**config.mk**
```make
export PLATFORM = sky130hd
export DESIGN_NAME = fifo_ctrl_fsm
export DESIGN_NICKNAME = d
export VERILOG_FILES = /design/src/rtl/fifo_pkg.sv /design/src/rtl/sticky_flag.sv /design/src/rtl/fifo_ctrl_fsm.sv
export SDC_FILE = /design/constraint.sdc
export NUM_CORES = 1
export LEC_CHECK = 0
export ABC_AREA = 1
export BUFFER_PORTS_ARGS = -buffer_cell sky130_fd_sc_hd__buf_2
export CORE_AREA = 2 2 39 41
export CTS_CLUSTER_DIAMETER = 50
export CTS_CLUSTER_SIZE = 10
export DETAILED_ROUTE_END_ITERATION = 6
export DIE_AREA = 0 0 41 43
export PLACE_DENSITY = 0.7
export SETUP_SLACK_MARGIN = 0.02
export SLEW_MARGIN = 20
export SYNTH_ARGS = -nofsm -noshare
export SYNTH_HDL_FRONTEND = slang
export SYNTH_SLANG_ARGS = --single-unit
```
**constraint.sdc**
```tcl
create_clock -name i_clk -period 1.35 [get_ports i_clk]
set_input_delay 0.0675 -clock i_clk [delete_from_list [all_inputs] [get_ports i_clk]]
set_output_delay 0.0675 -clock i_clk [all_outputs]
set_load 0.01 [all_outputs]
```
**src/rtl/fifo_pkg.sv**
```systemverilog
// Shared FIFO types and sizing: counter width, depth and the controller state encoding.
package fifo_pkg;

   localparam int unsigned COUNT_N = 3;
   localparam int unsigned DEPTH   = 2 ** COUNT_N;

   // One extra bit so a full FIFO is distinguishable from an empty one.
   typedef logic [COUNT_N:0] counter_t;

   localparam logic TRUE  = 1'b1;
   localparam logic FALSE = 1'b0;

   typedef enum logic [1:0] {
      ST_EMPTY   = 2'd0,
      ST_PARTIAL = 2'd1,
      ST_FULL    = 2'd2
   } fifo_state_e;

endpackage

```
**src/rtl/sticky_flag.sv**
```systemverilog
// Sticky error bit: set wins over a same-cycle clear; async active-high reset.
module sticky_flag (
   input  logic i_clk,
   input  logic i_rst,
   input  logic i_set,
   input  logic i_clr,
   output logic o_q
);

   logic r_q;

   always_ff @(posedge i_clk or posedge i_rst) begin
      if (i_rst) begin
         r_q <= 1'b0;
      end else if (i_set) begin
         r_q <= 1'b1;
      end else if (i_clr) begin
         r_q <= 1'b0;
      end
   end

   assign o_q = r_q;

endmodule

```
**src/rtl/fifo_ctrl_fsm.sv**
```systemverilog
// Request-side FIFO controller: grants push/pop against full/empty, tracks state,
// level and watermarks, and records sticky overflow/underflow/desync errors.
module fifo_ctrl_fsm
   import fifo_pkg::*;
#(
   parameter int unsigned AF_MARGIN = 1,
   parameter int unsigned AE_MARGIN = 1
) (
   input  logic       i_clk,
   input  logic       i_rst,
   input  logic       i_push_req,
   input  logic       i_pop_req,
   input  logic       i_clr_err,
   input  logic       i_full,
   input  logic       i_empty,
   input  counter_t   i_count_push,
   input  counter_t   i_count_pop,
   output logic       o_push,
   output logic       o_pop,
   output logic       o_rd_valid,
   output counter_t   o_level,
   output logic       o_almost_full,
   output logic       o_almost_empty,
   output logic       o_overflow,
   output logic       o_underflow,
   output logic       o_desync_err,
   output logic [1:0] o_fsm_state
);

   localparam counter_t    AF_LEVEL    = counter_t'(DEPTH - AF_MARGIN);
   localparam counter_t    AE_LEVEL    = counter_t'(AE_MARGIN);
   localparam counter_t    LVL_LAST    = counter_t'(DEPTH - 1);
   localparam fifo_state_e ST_AFTER_1ST = (DEPTH == 1) ? ST_FULL : ST_PARTIAL;

   fifo_state_e r_state;
   fifo_state_e w_state_next;
   logic        r_rd_valid;
   logic        w_push;
   logic        w_pop;
   logic        w_desync;
   counter_t    w_level;

   // Grants are suppressed during reset so an in-flight request cannot move the pointers.
   assign w_pop   = i_pop_req & ~i_empty & ~i_rst;
   assign w_push  = i_push_req & (~i_full | w_pop) & ~i_rst;
   assign w_level = i_count_push - i_count_pop;

   always_comb begin
      w_state_next = r_state;
      unique case (r_state)
         ST_EMPTY: begin
            if (w_push && !w_pop) w_state_next = ST_AFTER_1ST;
         end
         ST_PARTIAL: begin
            if (w_push && !w_pop && w_level == LVL_LAST) begin
               w_state_next = ST_FULL;
            end else if (w_pop && !w_push && w_level == counter_t'(1)) begin
               w_state_next = ST_EMPTY;
            end
         end
         ST_FULL: begin
            if (w_pop && !w_push) w_state_next = ST_PARTIAL;
         end
         default: w_state_next = ST_EMPTY;
      endcase
   end

   always_ff @(posedge i_clk or posedge i_rst) begin
      if (i_rst) begin
         r_state    <= ST_EMPTY;
         r_rd_valid <= FALSE;
      end else begin
         r_state    <= w_state_next;
         r_rd_valid <= w_pop;
      end
   end

   assign w_desync = ((r_state == ST_EMPTY) != i_empty) | ((r_state == ST_FULL) != i_full);

   sticky_flag u_overflow (
      .i_clk (i_clk),
      .i_rst (i_rst),
      .i_set (i_push_req & ~w_push),
      .i_clr (i_clr_err),
      .o_q   (o_overflow)
   );

   sticky_flag u_underflow (
      .i_clk (i_clk),
      .i_rst (i_rst),
      .i_set (i_pop_req & ~w_pop),
      .i_clr (i_clr_err),
      .o_q   (o_underflow)
   );

   sticky_flag u_desync (
      .i_clk (i_clk),
      .i_rst (i_rst),
      .i_set (w_desync),
      .i_clr (i_clr_err),
      .o_q   (o_desync_err)
   );

   assign o_push         = w_push;
   assign o_pop          = w_pop;
   assign o_rd_valid     = r_rd_valid;
   assign o_level        = w_level;
   assign o_almost_full  = (w_level >= AF_LEVEL);
   assign o_almost_empty = (w_level <= AE_LEVEL);
   assign o_fsm_state    = r_state;

endmodule
```
==> impl_metrics.py <==
metrics = {
    "placement": {
        "dpl.hpwl_um": 970,
        "dp_slack_ns": -0.280,
        "dpl_cell_area_um2": 693,
        "io_buffers": 28,
        "routabilityCongestion": 0.720,
    },
    "timing": {
        "setup_ws_ns": -0.0906,
        "rsz0062_at_grt": "yes",
        "slew_headroom_pct": 84.5,
        "min_period_ns": 1.44,
        "slew_viol_final": 0,
        "hold_viol_final": 0,
        "setup_viol": 3,
        "clock.fmax_mhz": 694,
        "worst_pin_slew_ns": 0.233,
        "finalCritPeriodShare_pct": 107,
        "fin_worst_skew_ns": 0.0000894,
    },
    "global_route": {
        "grt_pass1_wl_mm": 1.95,
        "grt_pass1_vias": 520,
        "grt-ovfl-total": 0,
        "grt_max_degree": 7,
        "antenna_found_initial": 0,
        "grt_usage_pct": 15.8,
    },
    "worst_setup_path": {
        "critPathRequiredTime_ns": 1.28,
        "cp_max_fo": 2,
        "crit_path_cell_trace": "buf_8 > inv_12 > ha_4 > inv_2 > fa_2 > or2_1 > and2_4 > nor3_2 > buf_2",
        "crit_type": "primary input to primary output",
        "slowest_stage": "fa_2",
        "crit_family": "simple AND/OR/NAND/NOR gates",
        "critPathMaxStageDelay_ns": 0.33,
        "crit_arrival_ns": 1.37,
        "crit_path_end_kind": "primary output",
        "cp-start-kind": "primary input",
        "cp.buffers_inverters": 4,
    },
    "clock_tree": {
        "cts-buffers-inserted": 3,
        "cts_tree": "yes",
        "cts.sinks": 6,
        "htreeDepth": 1,
        "root_buffer": "clkbuf_4",
        "path_clk_slew_ns": 0.04,
        "clock_latency_ns": 0.23,
        "clockBufferDepth": 2,
    },
    "power": {
        "p_seq_share_pct": 33.0,
        "combPwrFrac_pct": 44.2,
        "netSwitchingFraction_pct": 35.1,
        "internal-power_uw": 445,
        "vdd_ir_drop_max_mv": 0.349,
        "p_sw_uw": 241,
        "p_leak_nw": 0.451,
        "pwr-share-clk_pct": 22.8,
        "power_density_nw_per_um2": 893,
    },
    "floorplanning": {
        "io_pins": 29,
        "core-area_um2": 1380,
        "start_util_pct": 35.4,
        "die_x_um": 41,
        "dieArea_um2": 1760,
        "core.rowCount": 14,
        "fp.dieH_um": 43,
    },
    "worst_hold_path": {
        "min-delay-path-class": "primary input to register",
    },
    "route": {
        "drt_iter0_markers": 22,
        "vias": 575,
        "ant_nets": 0,
        "firstDrtPassIters": 4,
        "wl_per_cell_um": 9.31,
        "vias_per_cell": 4.56,
        "totalWireLength_mm": 1.17,
        "drcViolationCount": 0,
    },
    "logic_synthesis": {
        "synth_flop_cell": "dfrtp_1",
        "syn_area_um2": 490,
        "ys_ff_latch": 6,
        "synth.distinct_cells": 17,
        "yosysSeqAreaShare_pct": 30.6,
        "ys_warn_count": 0,
        "synth_fp_nets": 93,
        "synth_edf_count": 0,
        "synthCells": 74,
        "postSynthAreaPerCell_um2": 6.63,
        "async_flop_share_pct": 100,
    },
    "status": {
        "status": "finished with violations",
        "violations": "setup timing",
    },
    "finish": {
        "nets": 131,
        "multi_input_area_um2": 299,
        "drive_above_1_share_pct": 42.7,
        "diodes": 0,
        "area_delta_synth_final_pct": 56.6,
        "finish.instance_area_um2": 768,
        "seq_area_um2": 150,
        "num-fill-cells": 138,
    },
    "run": {
        "drv_cap": 0,
    },
}
==> final cells by class <==
cell class / count / area share [%]
Inverter: 18 / 10.4
Tap cell: 16 / 2.61
Sequential cell: 6 / 19.5
Multi-Input combinational cell: 50 / 38.9
Timing Repair Buffer: 33 / 25.6
Clock buffer: 3 / 2.93
==> cell usage after synthesis, types with 2 or more instances <==
cell     instances  area share, %
a21oi_1          2            2.0
dfrtp_1          6             31
ha_1             3            7.7
inv_1           18             14
nand2_1         21             16
nand3_1          6            6.1
nor2_1           5            3.8
nor2_2           2            2.6
o21ai_0          3            3.1
==> power groups by stage <==
stage               clock network (mW)  registers (mW)  logic [mW]
floorplan                            0           0.240       0.152
global placement                     0           0.226       0.270
detailed placement                   0           0.229       0.273
CTS                              0.160           0.227       0.295
global route                     0.175           0.231       0.341
finish                           0.157           0.227       0.303
==> flip-flops by register name, summed over array words and instances, names as in the netlist <==
register	count
u_underflow.o_q	1
u_desync.o_q	1
o_rd_valid	1
o_fsm_state	2
u_overflow.o_q	1
==> tightest hold or removal path: cells and delay by family <==
kind            cells  cell delay (ns)
buf+inv             1             0.09
simple gates        1             0.05
compound gates      1             0.07
==> cell usage in the layout, fill, tap and decap left out, drive strengths merged <==
cell / synthesis / layout
buf: 0 / 32
nand2: 22 / 22
inv: 18 / 18
nor2: 7 / 7
nand3: 6 / 6
dfrtp: 6 / 6
o21ai: 3 / 3
clkbuf: 0 / 3
ha: 3 / 3
a21oi: 2 / 2
o2111ai: 1 / 1
or2: 1 / 1
nand3b: 1 / 1
and2: 1 / 1
nor3: 1 / 1
o211ai: 1 / 1
fa: 1 / 1
dlygate4sd3: 0 / 1
==> through the flow <==
stage / power, mW / setup TNS, ns / hold slack (ns) / util (%) / std cells
global route: 0.748 / -0.350 / 0.0784 / 55.5 / 126
CTS: 0.682 / -0.183 / 0.0738 / 54.5 / 125
floorplan: 0.392 / -0.156 / -0.142 / - / 74
global placement: 0.497 / -0.701 / 0.0240 / 50.1 / 120
detailed placement: 0.502 / -0.838 / 0.0319 / 50.1 / 120
finish: 0.686 / -0.197 / 0.0689 / 55.5 / 126
==> routing by layer <==
metal	vias up	wire length, um	global-route usage (%)
met2	20	643	27.5
met1	253	461	18.3
met5	-	0	0
met3	0	68	1.57
li1	302	-	-
met4	0	0	6.00
==> cell families after synthesis <==
logic type / after synthesis / share of synthesized area, %
compound gates: 7 / 8.42
flops: 6 / 30.6
fa+ha+maj: 4 / 11.7
simple gates: 39 / 35.5
buf+inv: 18 / 13.8
==> worst paths after layout <==
kind / slack (ns) / start / cells after the start / end
max in group asynchronous: 0.82 / i_rst / 3 / u_desync.o_q
hold reg to reg: 0.47 / u_underflow.o_q / 2 / u_underflow.o_q
setup / recovery: -0.09 / i_count_push[0] / 9 / o_almost_empty
min in group asynchronous: 0.34 / i_rst / 3 / u_underflow.o_q
hold / removal: 0.07 / i_pop_req / 3 / u_underflow.o_q
setup reg to reg: 0.37 / o_fsm_state[1] / 5 / o_fsm_state[0]
==> what timing repair did <==
item	in CTS	in global routing
endpoints found under the setup margin	4	5
buffers inserted	1	1
pin swaps	5	3
hold buffers	1	0
resized for setup	5	3
hold endpoints to repair	6	0
Note: power is estimated with default switching activity, not from simulation.
